$ cat src/rtl/regbank_pkg.sv
// Shared types and sizing for the register-bank write-back block.
// Imported by the arbiter and the write-back top.
package regbank_pkg;

  localparam int REG_ADDR_W = 3;
  localparam int REG_DATA_W = 8;
  localparam int N_REGS     = 1 << REG_ADDR_W;

  typedef struct packed {
    logic                  valid;
    logic [REG_ADDR_W-1:0] addr;
    logic [REG_DATA_W-1:0] data;
  } wb_req_t;

  typedef enum logic {
    RR_A = 1'b0,
    RR_M = 1'b1
  } rr_ptr_e;

endpackage

$ cat src/rtl/wb_rr_arbiter.sv
// Two-input write-back arbiter: round-robin between A (bit 0)
// and M (bit 1), or A-always-wins when PRIO_FIXED is set.
module wb_rr_arbiter
  import regbank_pkg::*;
#(
  parameter bit PRIO_FIXED = 1'b0
) (
  input  logic       i_CLK,
  input  logic       i_RST,
  input  logic [1:0] i_Req,
  output logic [1:0] o_Grant
);

  rr_ptr_e rr_q, rr_d;

  always_ff @(posedge i_CLK) begin
    if (i_RST) rr_q <= RR_A;
    else       rr_q <= rr_d;
  end

  always_comb begin
    o_Grant = 2'b00;
    rr_d    = rr_q;
    if (!i_RST) begin
      unique case (i_Req)
        2'b01:   o_Grant = 2'b01;
        2'b10:   o_Grant = 2'b10;
        2'b11: begin
          if (PRIO_FIXED || rr_q == RR_A) o_Grant = 2'b01;
          else                            o_Grant = 2'b10;
        end
        default: o_Grant = 2'b00;
      endcase
    end
    // pointer always moves to the requester that just lost out
    if (o_Grant[0]) rr_d = RR_M;
    if (o_Grant[1]) rr_d = RR_A;
  end

endmodule

$ cat src/rtl/regbank_wb_arbiter.sv
// Register-bank write port owner: A/M arbitration, two-phase
// write sequencing, pending scoreboard and decode stall.
module regbank_wb_arbiter
  import regbank_pkg::wb_req_t;
#(
  parameter int ADDR_W     = regbank_pkg::REG_ADDR_W,
  parameter int DATA_W     = regbank_pkg::REG_DATA_W,
  parameter int N_REGS     = regbank_pkg::N_REGS,
  parameter bit PRIO_FIXED = 1'b0
) (
  input  logic              i_CLK,
  input  logic              i_RST,
  input  logic              i_A_Valid,
  input  logic [ADDR_W-1:0] i_A_Addr,
  input  logic [DATA_W-1:0] i_A_Data,
  output logic              o_A_Ready,
  input  logic              i_M_Valid,
  input  logic [ADDR_W-1:0] i_M_Addr,
  input  logic [DATA_W-1:0] i_M_Data,
  output logic              o_M_Ready,
  input  logic              i_Issue,
  input  logic              i_IssueWrites,
  input  logic [ADDR_W-1:0] i_IssueDest,
  input  logic [ADDR_W-1:0] i_AddrReg1,
  input  logic [ADDR_W-1:0] i_AddrReg2,
  output logic              o_Stall,
  output logic              o_WriteBack,
  output logic [ADDR_W-1:0] o_AddrRegDest,
  output logic [DATA_W-1:0] o_WriteData,
  output logic [N_REGS-1:0] o_Pending
);

  wb_req_t     req_a, req_m;
  logic [1:0]  grant;
  logic        any_grant;
  logic [ADDR_W-1:0] win_addr;
  logic [DATA_W-1:0] win_data;

  logic              wb_q;
  logic [ADDR_W-1:0] addr_q;
  logic [DATA_W-1:0] dat1_q;
  logic [DATA_W-1:0] wdat_q;
  logic              cmt_q;
  logic [ADDR_W-1:0] cmt_addr_q;
  logic [N_REGS-1:0] pend_q, pend_d;

  logic hazard;
  logic issue_set;

  assign req_a = '{valid: i_A_Valid, addr: i_A_Addr, data: i_A_Data};
  assign req_m = '{valid: i_M_Valid, addr: i_M_Addr, data: i_M_Data};

  wb_rr_arbiter #(
    .PRIO_FIXED (PRIO_FIXED)
  ) u_arb (
    .i_CLK   (i_CLK),
    .i_RST   (i_RST),
    .i_Req   ({req_m.valid, req_a.valid}),
    .o_Grant (grant)
  );

  assign o_A_Ready = grant[0];
  assign o_M_Ready = grant[1];
  assign any_grant = |grant;
  assign win_addr  = grant[1] ? req_m.addr : req_a.addr;
  assign win_data  = grant[1] ? req_m.data : req_a.data;

  // address phase -> data phase -> commit, one stage each
  always_ff @(posedge i_CLK) begin
    if (i_RST) begin
      wb_q       <= 1'b0;
      addr_q     <= '0;
      dat1_q     <= '0;
      wdat_q     <= '0;
      cmt_q      <= 1'b0;
      cmt_addr_q <= '0;
      pend_q     <= '0;
    end else begin
      wb_q       <= any_grant;
      if (any_grant) begin
        addr_q <= win_addr;
        dat1_q <= win_data;
      end
      if (wb_q) wdat_q <= dat1_q;
      cmt_q      <= wb_q;
      cmt_addr_q <= addr_q;
      pend_q     <= pend_d;
    end
  end

  assign hazard = pend_q[i_AddrReg1]
                | pend_q[i_AddrReg2]
                | (i_IssueWrites & pend_q[i_IssueDest]);

  assign o_Stall   = ~i_RST & i_Issue & hazard;
  assign issue_set = i_Issue & i_IssueWrites & ~o_Stall;

  // set is applied after clear so a same-edge set wins
  always_comb begin
    pend_d = pend_q;
    if (cmt_q)     pend_d[cmt_addr_q]  = 1'b0;
    if (issue_set) pend_d[i_IssueDest] = 1'b1;
  end

  assign o_WriteBack   = wb_q;
  assign o_AddrRegDest = addr_q;
  assign o_WriteData   = wdat_q;
  assign o_Pending     = pend_q;

endmodule
$ cat config.mk
export PLATFORM = sky130hd
export DESIGN_NAME = regbank_wb_arbiter
export DESIGN_NICKNAME = d
export VERILOG_FILES = /design/src/rtl/regbank_pkg.sv /design/src/rtl/wb_rr_arbiter.sv /design/src/rtl/regbank_wb_arbiter.sv
export SDC_FILE = /design/constraint.sdc
export NUM_CORES = 1
export LEC_CHECK = 0
export ABC_CLOCK_PERIOD_IN_PS = 1700
export CAP_MARGIN = 40
export CELL_PAD_IN_SITES_DETAIL_PLACEMENT = 1
export CELL_PAD_IN_SITES_GLOBAL_PLACEMENT = 1
export CORE_MARGIN = 2
export CORE_UTILIZATION = 32
export DETAILED_ROUTE_END_ITERATION = 10
export MAX_ROUTING_LAYER = met4
export PLACE_DENSITY_LB_ADDON = 0.3
export SLEW_MARGIN = 20
export SYNTH_ARGS = -nofsm -noshare
export SYNTH_HDL_FRONTEND = slang
export SYNTH_HIERARCHICAL = 1
export SYNTH_SLANG_ARGS = --single-unit
$ cat constraint.sdc
create_clock -name i_CLK -period 1.7 [get_ports i_CLK]
set_input_delay 0.17 -clock i_CLK [delete_from_list [all_inputs] [get_ports i_CLK]]
set_output_delay 0.17 -clock i_CLK [all_outputs]
set_load 0.005 [all_outputs]
==> flow_metrics.py, run 1 <==
metrics = {
    "logic_synthesis": {
        "synth_ff_type": "dfxtp_1",
        "yosys_register_bits": 33,
        "synth_top_area_share": 0.423,
        "postSynth.asyncResetShare": 0,
        "synth_warnings": 6,
        "synthesis.area_um2": 1560,
        "synth_edf_count": 0,
        "netlist_instances": 164,
        "yosysSeqAreaShare": 0.423,
        "yosys-top-cells-area": "dfxtp_1 42%, mux2i_1 15%, nor2_1 7.7%",
        "syn_avg_cell_area_um2": 9.53,
        "synthMostInstantiatedCell": "dfxtp_1",
        "synth_area_leader_cell": "dfxtp_1",
        "synth.distinct_cells": 30,
        "syn-num-nets": 201,
        "synthTopCellsByCount": "33 x dfxtp_1, 32 x nor2_1, 23 x mux2i_1",
    },
    "detailed_routing": {
        "postRouteAntennaNets": 0,
        "num_vias": 1554,
        "first_iter_violations": 43,
        "wire_per_inst_um": 14.9,
        "firstDrtPassIters": 4,
        "via_per_inst": 4.90,
        "drcViolationCount": 0,
        "routed_wl_mm": 4.73,
    },
    "clock_tree": {
        "root_buffer": "clkbuf_8",
        "cts_max_level": 2,
        "cts_buffers": 5,
        "cts.clk_slew.worst_paths_ps": 70,
        "tritoncts": "yes",
        "cts.sinks": 33,
        "cts_buffer_depth": 2,
        "clk_latency_ps": 280,
    },
    "timing": {
        "fin_crit_sh": 1.11,
        "period_needed_ps": 1890,
        "setup_violations": 9,
        "slew_headroom": 0.695,
        "finClkSkew_ps": 8.92,
        "hold_viol_final": 0,
        "holdWs_ps": 401,
        "timing.final.ws_setup_ps": -189,
        "clock.fmax_mhz": 529,
        "rsz0062_at_grt": "yes",
        "worst_slew_pin_slew_ps": 452,
        "drv_slew": 0,
    },
    "power": {
        "swShare": 0.230,
        "power.share.combinational": 0.170,
        "peakVddDrop_uv": 443,
        "pwr_density_cell_nw_per_um2": 739,
        "p_leak_uw": 0.00102,
        "clkPwrFrac": 0.397,
        "internal_power_uw": 1470,
        "switchingPower_uw": 440,
        "seqPwrFrac": 0.433,
    },
    "layout": {
        "diodes": 0,
        "syn_to_final_growth_pct": 65.9,
        "post-route-util": 0.549,
        "nNetsFinal": 286,
        "drive_gt1_frac": 0.240,
        "postLayoutCellArea_um2": 2590,
    },
    "worst_setup_path": {
        "critical_path_required_ps": 1530,
        "path_class": "reg -> out",
        "cp-end-kind": "output port",
        "cp.arrival_ps": 1720,
        "rr_worst_depth": 7,
        "setup.worst_path.start": "o_Pending[0]",
        "reg2reg_from": "o_Pending[0]",
        "path_max_fanout": 3,
        "cp-start-kind": "flip-flop",
    },
    "grt": {
        "gr-total-overflow": 0,
        "antenna_found_initial": 0,
        "grt_pass1_wl_mm": 7.50,
        "grt_pass1_vias": 1621,
        "track_usage": 0.190,
        "grt_max_degree": 25,
    },
    "worst_hold_path": {
        "min_from": "i_RST",
        "hp-class": "in -> reg",
        "hold_depth": 3,
    },
    "place": {
        "port_buffers": 59,
        "dpl.hpwl_mm": 3.55,
        "dpl_cell_area_um2": 2390,
        "gp_congestion": 0.824,
        "place_ws_ps": -700,
    },
    "floorplanning": {
        "placeableCoreArea_um2": 4720,
        "initial_core_util": 0.331,
        "io-pin-count": 60,
        "die_y_um": 73.9,
        "num_rows": 25,
        "die_area_um2": 5460,
        "fp.dieW_um": 73.9,
    },
    "status": {
        "status": "finished, violations left",
        "violations": "negative setup slack",
    },
    "job": {
        "drv.max_cap_violation_count": 0,
    },
}
## per-layer routing
layer	vias up	part of all wire	global-route usage
li1	756	-	-
met1	756	0.44	0.214
met2	36	0.52	0.326
met3	6	0.033	0.0466
met4	0	0.013	0.0626
met5	-	0	-
## registers in the layout, summed over array words and instances, names as in the netlist
name / cells
cmt_addr_q: 3
cmt_q: 1
dat1_q: 8
o_AddrRegDest: 3
o_Pending: 8
o_WriteBack: 1
o_WriteData: 8
u_arb/rr_q: 1
## cells in the final DEF (no fill, tap or decap), types with 3 or more instances in the layout
cell type / instances
a21oi_1: 11
dfxtp_1: 28
buf_4: 23
nor2b_1: 7
o311ai_0: 4
o21ai_2: 3
dlygate4sd2_1: 4
buf_6: 3
clkdlybuf4s50_1: 54
clkbuf_8: 6
mux2i_1: 23
mux4_2: 4
nor2_1: 32
inv_1: 3
o21ai_1: 3
nand3_1: 8
dfxtp_2: 3
nand2_1: 3
## critical path, cell delays in order (launching register included)
cell      delay, ps
dfxtp_4         350
buf_4           130
mux4_2          480
nand2b_4        100
a21boi_2         50
o211a_1         200
buf_2           120
## area by class of cell
cell class / count / area [um2]
Inverter: 3 / 11.3
Fill cell: 542 / 2130
Multi-Input combinational cell: 120 / 898
Clock buffer: 6 / 82.6
Timing Repair Buffer: 86 / 807
Tap cell: 67 / 83.8
Sequential cell: 33 / 672
Clock inverter: 2 / 37.5
## through the flow
| step | instances | total power, uW | TNS [ps] |
|---|---|---|---|
| global route | 317 | 2000 | -1480 |
| global placement | 305 | 1150 | -4510 |
| detailed placement | 305 | 1160 | -5050 |
| finish | 317 | 1920 | -804 |
| CTS | 315 | 1940 | -436 |
| floorplan | 164 | 974 | 0 |
## kinds of logic (layout without fill, tap and decap cells)
group / count (synthesis) / after routing / synth area share
compound gates: 30 / 30 / 0.124
buf+inv: 11 / 97 / 0.0280
flops: 33 / 33 / 0.423
mux: 30 / 30 / 0.239
simple gates: 60 / 60 / 0.187
## power by group through the flow
stage | Clock [uW] | Combinational [uW] | Sequential (uW)
final | 761 | 325 | 828
after global routing | 815 | 354 | 832
after CTS | 790 | 320 | 830
after detailed placement | 0 | 316 | 847
after floorplan | 0 | 131 | 843
after global placement | 0 | 309 | 845
## repair_timing
item / 4_1_cts / 5_1_grt
resized for setup: 27 / 10
gates cloned: 0 / 0
setup endpoints to repair: 11 / 10
pin swaps: 7 / 6
hold buffers: 0 / 0
setup buffers: 6 / 2
## path summary, 6_finish.rpt
| kind | endpoint | slack [ps] |
|---|---|---|
| max reg2reg | o_Pending[0] | -130 |
| min | u_arb/rr_q | 400 |
| max | o_Stall | -190 |
| min reg2reg | cmt_addr_q[2] | 490 |
No activity file was read; power rests on OpenSTA's default activity.
==> run 2: changes to the inputs <==
--- a/config.mk
+++ b/config.mk
@@ -5,12 +5,13 @@
 export SDC_FILE = /design/constraint.sdc
 export NUM_CORES = 1
 export LEC_CHECK = 0
+export ABC_AREA = 1
 export ABC_CLOCK_PERIOD_IN_PS = 1700
 export CAP_MARGIN = 40
 export CELL_PAD_IN_SITES_DETAIL_PLACEMENT = 1
 export CELL_PAD_IN_SITES_GLOBAL_PLACEMENT = 1
 export CORE_MARGIN = 2
-export CORE_UTILIZATION = 32
+export CORE_UTILIZATION = 30
 export DETAILED_ROUTE_END_ITERATION = 10
 export MAX_ROUTING_LAYER = met4
 export PLACE_DENSITY_LB_ADDON = 0.3
==> run 2 against run 1 <==
Against the previous run: the run now ends clean; flip-flop and latch count is the same; fmax up 16%; non-clock buffer count down 14; power fell by 6.2%; register-to-register slack better by 340 ps; clock skew is 0.64 ps higher; hold slack worse by 100 ps; final area down 3.5%; critical endpoint is now o_M_Ready; highest routed layer unchanged.
==> flow_metrics.py, run 2 <==
metrics = {
    "logic_synthesis": {
        "yosys-top-cells-area": "dfxtp_1 40%, nand2_1 16%, nand3_1 8.2%",
        "synth_edf_count": 0,
        "synth_top_family_by_area": "simple AND/OR/NAND/NOR gates",
        "synth_top_area_share": 0.400,
        "synth_warnings": 6,
        "synthTopCellsByCount": "71 x nand2_1, 33 x dfxtp_1, 32 x nor2_1",
        "synth_area_leader_cell": "dfxtp_1",
        "synthMuxAreaShare": 0,
        "synth_ff_type": "dfxtp_1",
        "yosysSeqAreaShare": 0.400,
        "synth.distinct_cells": 22,
        "synth-adder-area-share": 0,
        "postSynth.asyncResetShare": 0,
        "synth_compound_area_frac": 0.105,
        "synth-xor-area-share": 0,
        "synth_simple_gate_area_frac": 0.376,
        "yosys_register_bits": 33,
        "synthMostInstantiatedCell": "nand2_1",
        "syn_avg_cell_area_um2": 6.46,
        "synthesis.area_um2": 1650,
        "netlist_instances": 256,
        "syn-num-nets": 293,
    },
    "clock_tree": {
        "cts.sinks": 33,
        "cts.clk_slew.worst_paths_ps": 70,
        "postCtsHoldBufs": 0,
        "clk_latency_ps": 280,
        "root_buffer": "clkbuf_8",
        "cts_buffer_depth": 2,
        "cts_buffers": 5,
        "tritoncts": "yes",
        "cts_max_level": 2,
    },
    "worst_setup_path": {
        "crit_chain": "clkdlybuf4s50_1 > nand2_1 > nor2_2 > clkdlybuf4s50_1",
        "path_common_cell": "clkdlybuf4s50_1",
        "rr_worst_depth": 9,
        "cp-start-kind": "input port",
        "reg2reg_from": "u_arb/rr_q",
        "cp-end-kind": "output port",
        "cp.arrival_ps": 1460,
        "rrSetupSlack_ps": 210,
        "r2r-end": "dat1_q[5]",
        "critPathMaxStageDelay_ps": 540,
        "cp_top_family": "buffers and inverters",
        "crit_buf_inv": 2,
        "path_class": "in -> out",
        "path_max_fanout": 4,
        "slowest_stage": "clkdlybuf4s50_1",
        "critical_path_required_ps": 1530,
        "worstSetupPathDepth": 4,
    },
    "timing": {
        "fin_tns_setup_ps": 0,
        "period_needed_ps": 1630,
        "slew_headroom": 0.700,
        "setup_violations": 0,
        "holdWs_ps": 301,
        "worst_slew_pin_slew_ps": 450,
        "clock.fmax_mhz": 613,
        "finClkSkew_ps": 9.57,
        "hold_viol_final": 0,
        "fin_crit_sh": 0.959,
        "drv_slew": 0,
        "rsz0062_at_grt": "yes",
    },
    "floorplanning": {
        "initial_core_util": 0.306,
        "placeableCoreArea_um2": 5410,
        "num_rows": 27,
        "io-pin-count": 60,
        "fp.dieW_um": 78.2,
        "die_area_um2": 6120,
        "die_y_um": 78.2,
    },
    "detailed_routing": {
        "wl_met2_mm": 2.50,
        "top_layer_used": "met4",
        "firstDrtPassIters": 6,
        "via_per_inst": 4.64,
        "drcViolationCount": 0,
        "postRouteAntennaNets": 0,
        "first_iter_violations": 41,
        "num_vias": 1844,
        "routed_wl_mm": 4.99,
        "m1WireLength_mm": 2.27,
        "wl_met3_um": 185,
        "wire_per_inst_um": 12.6,
    },
    "layout": {
        "diodes": 0,
        "drive_gt1_frac": 0.138,
        "post-route-util": 0.463,
        "layout_common_cells": "70 x nand2_1, 51 x clkdlybuf4s50_1, 30 x inv_1",
        "final_common_cell": "nand2_1",
        "syn_to_final_growth_pct": 51.3,
        "nNetsFinal": 362,
        "postLayoutCellArea_um2": 2500,
    },
    "job": {
        "drv.max_cap_violation_count": 0,
    },
    "power": {
        "p_leak_uw": 0.00113,
        "switchingPower_uw": 474,
        "internal_power_uw": 1320,
        "clkPwrFrac": 0.335,
        "pwr_density_cell_nw_per_um2": 718,
        "swShare": 0.264,
        "seqPwrFrac": 0.467,
        "power.share.combinational": 0.197,
        "finalPower_uw": 1800,
        "peakVddDrop_uv": 410,
    },
    "worst_hold_path": {
        "min_from": "i_RST",
        "hold_end": "u_arb/rr_q",
        "hp-class": "in -> reg",
        "hold_depth": 5,
    },
    "place": {
        "dpl_cell_area_um2": 2380,
        "gp_congestion": 0.786,
        "port_buffers": 59,
        "dpl.hpwl_mm": 3.83,
    },
    "grt": {
        "track_usage": 0.182,
        "antenna_found_initial": 0,
        "grt_max_degree": 18,
        "gr-total-overflow": 0,
        "grt_pass1_vias": 1914,
        "grt_pass1_wl_mm": 8.60,
    },
    "status": {
        "status": "finished clean",
    },
}
==> run 2: worst reg2reg max path, stage by stage (launching register included) <==
cell      delay, ps
dfxtp_2         340
nand2_1          50
nand2_1          90
nor2_2           60
buf_4           120
nor2_2          350
inv_1           140
o211ai_1        180
nand2_1          70
inv_1            50
==> run 2: cell type report <==
type,instances,area (um2)
sequential,33,682
clock inverter,1,7.51
multi-input combinational,178,808
tap,72,90.1
clock buffer,6,82.6
fill,745,2900
timing repair buffer,72,694
inverter,35,136
==> run 2: timing repair <==
action / 4_1_cts / 5_1_grt
pin swaps: 3 / 5
resized for setup: 19 / 10
buffers inserted: 1 / 0
endpoints found under the setup margin: 4 / 14
==> run 2: layer usage <==
metal	up-vias	GRT usage
li1	944	-
met1	852	0.208
met2	44	0.324
met3	4	0.0368
met4	0	0.0526
met5	-	-
==> run 2: through the flow <==
step                setup WS, ps  cells
floorplan                    392    256
global placement            -346    389
detailed placement          -400    389
CTS                         3.62    397
global route               -28.2    397
finish                      69.3    397
==> run 2: power groups by stage <==
stage	registers (uW)	clock network (uW)	logic, uW
2_1_floorplan	855	0	158
5_1_grt	844	665	398
4_1_cts	842	631	359
3_5_place_dp	861	0	357
3_3_place_gp	859	0	352
6_report	839	602	354
==> run 2: worst max-delay path by stage <==
| stage | start | endpoint | slack (ps) |
|---|---|---|---|
| floorplan | u_arb/rr_q | dat1_q[6] | 390 |
| global placement | i_IssueDest[1] | o_Stall | -350 |
| detailed placement | i_IssueDest[0] | o_Stall | -400 |
| CTS | i_RST | o_A_Ready | 4 |
| global route | i_A_Valid | o_M_Ready | -30 |
| finish | i_M_Valid | o_M_Ready | 70 |
==> run 2: cell families after synthesis <==
logic type             after synthesis
buffers and inverters               45
AO/OA/AOI/OAI                       32
flip-flops                          33
AND/OR/NAND/NOR                    146
==> run 3: changes to the inputs <==
--- a/config.mk
+++ b/config.mk
@@ -12,7 +12,10 @@
 export CELL_PAD_IN_SITES_GLOBAL_PLACEMENT = 1
 export CORE_MARGIN = 2
 export CORE_UTILIZATION = 30
+export CTS_CLUSTER_DIAMETER = 150
 export DETAILED_ROUTE_END_ITERATION = 10
+export GPL_ROUTABILITY_DRIVEN = 0
+export GPL_TIMING_DRIVEN = 0
 export MAX_ROUTING_LAYER = met4
 export PLACE_DENSITY_LB_ADDON = 0.3
 export SLEW_MARGIN = 20
==> run 3 against run 2 <==
Against the previous run: power grew 1.7%; non-clock buffer count shrank 4; first-iteration DRC count grew 17%; worst setup slack gained 58 ps; die area is the same.
==> flow_metrics.py, run 3 (synthesis results as in run 2) <==
metrics = {
    "floorplanning": {
        "placeableCoreArea_um2": 5410,
        "die_area_um2": 6120,
        "num_rows": 27,
        "fp.dieW_um": 78.2,
        "initial_core_util": 0.306,
        "io-pin-count": 60,
        "die_y_um": 78.2,
    },
    "worst_setup_path": {
        "reg2reg_from": "o_Pending[1]",
        "critical_path_required_ps": 1530,
        "cp-end-kind": "output port",
        "path_class": "in -> out",
        "rr_worst_depth": 10,
        "path_max_fanout": 5,
        "r2r-end": "o_Pending[5]",
        "cp-start-kind": "input port",
        "cp.arrival_ps": 1400,
        "rrSetupSlack_ps": 290,
    },
    "layout": {
        "layout_common_cells": "68 x nand2_1, 52 x clkdlybuf4s50_1, 31 x inv_1",
        "syn_to_final_growth_pct": 48.4,
        "drive_gt1_frac": 0.127,
        "final_common_cell": "nand2_1",
        "nNetsFinal": 358,
        "postLayoutCellArea_um2": 2450,
        "diodes": 0,
    },
    "timing": {
        "fin_crit_sh": 0.925,
        "clock.fmax_mhz": 636,
        "setup_violations": 0,
        "drv_slew": 0,
        "rsz0062_at_grt": "no",
        "holdWs_ps": 217,
        "fin_tns_setup_ps": 0,
        "finClkSkew_ps": 2.47,
        "worst_slew_pin_slew_ps": 437,
        "hold_viol_final": 0,
        "slew_headroom": 0.709,
        "period_needed_ps": 1570,
    },
    "place": {
        "port_buffers": 56,
        "dpl.hpwl_mm": 3.78,
        "dpl_cell_area_um2": 2300,
    },
    "clock_tree": {
        "postCtsHoldBufs": 0,
        "cts.clk_slew.worst_paths_ps": 60,
        "cts.sinks": 33,
        "cts_max_level": 2,
        "tritoncts": "yes",
        "clk_latency_ps": 280,
        "cts_buffers": 5,
        "cts_buffer_depth": 2,
        "root_buffer": "clkbuf_8",
    },
    "detailed_routing": {
        "firstDrtPassIters": 4,
        "num_vias": 1809,
        "routed_wl_mm": 4.96,
        "via_per_inst": 4.59,
        "drcViolationCount": 0,
        "postRouteAntennaNets": 0,
        "wire_per_inst_um": 12.6,
        "first_iter_violations": 48,
    },
    "grt": {
        "grt_pass1_wl_mm": 8.60,
        "grt_pass1_vias": 1911,
        "gr-total-overflow": 0,
        "track_usage": 0.182,
        "antenna_found_initial": 0,
        "grt_max_degree": 11,
    },
    "worst_hold_path": {
        "hold_end": "o_Pending[0]",
        "hold_depth": 4,
        "hp-class": "in -> reg",
        "min_from": "i_IssueDest[2]",
    },
    "power": {
        "pwr_density_cell_nw_per_um2": 744,
        "finalPower_uw": 1830,
        "p_leak_uw": 0.00109,
        "peakVddDrop_uv": 519,
    },
    "job": {
        "drv.max_cap_violation_count": 0,
    },
    "status": {
        "status": "finished clean",
    },
}
## run 3: worst max-delay path, stage by stage
cell	delay, ps
clkdlybuf4s50_1	410
inv_1	80
nand2_1	80
nor2_4	150
clkdlybuf4s50_1	520
## run 3: what timing repair did
action                     CTS  global route
gates resized for setup     19            10
buffers inserted             2             0
pin swaps                    7             4
setup endpoints to repair    2            13
hold endpoints to repair     0             0
## run 3: report_power, final
group	internal, uW	switching [uW]
Combinational	177	163
Sequential	810	27.6
Clock	366	283
Total	1350	474
## run 3: layout make-up
cell class	instances	area (um2)
sequential	33	683
tap	72	90.1
clock inverter	1	5.00
clock buffer	7	96.3
multi-input combinational	178	813
buffer	10	62.6
inverter	35	136
timing repair buffer	58	567
fill	735	2950
## run 3: worst max-delay path by stage
stage | startpoint | end | slack, ps
after floorplan | u_arb/rr_q | dat1_q[6] | 390
after global placement | i_AddrReg1[0] | o_Stall | -390
after detailed placement | i_AddrReg1[0] | o_Stall | -410
after CTS | o_Pending[0] | o_Stall | 40
after global routing | i_RST | o_A_Ready | 30
final | i_RST | o_M_Ready | 130
## run 3: routing by layer
| layer | up-vias | global-route usage | share of wire |
|---|---|---|---|
| met1 | 813 | 0.203 | 0.45 |
| met3 | 8 | 0.0414 | 0.050 |
| met5 | - | - | 0 |
| met2 | 47 | 0.319 | 0.48 |
| li1 | 941 | - | - |
| met4 | 0 | 0.0632 | 0.021 |
## run 3: stage by stage
step / std cells / worst slack (ps) / util
final: 394 / 127 / 0.454
after global routing: 394 / 29.0 / 0.454
after CTS: 394 / 40.6 / 0.452
after detailed placement: 384 / -407 / 0.426
after global placement: 384 / -386 / 0.426
after floorplan: 256 / 392 / -
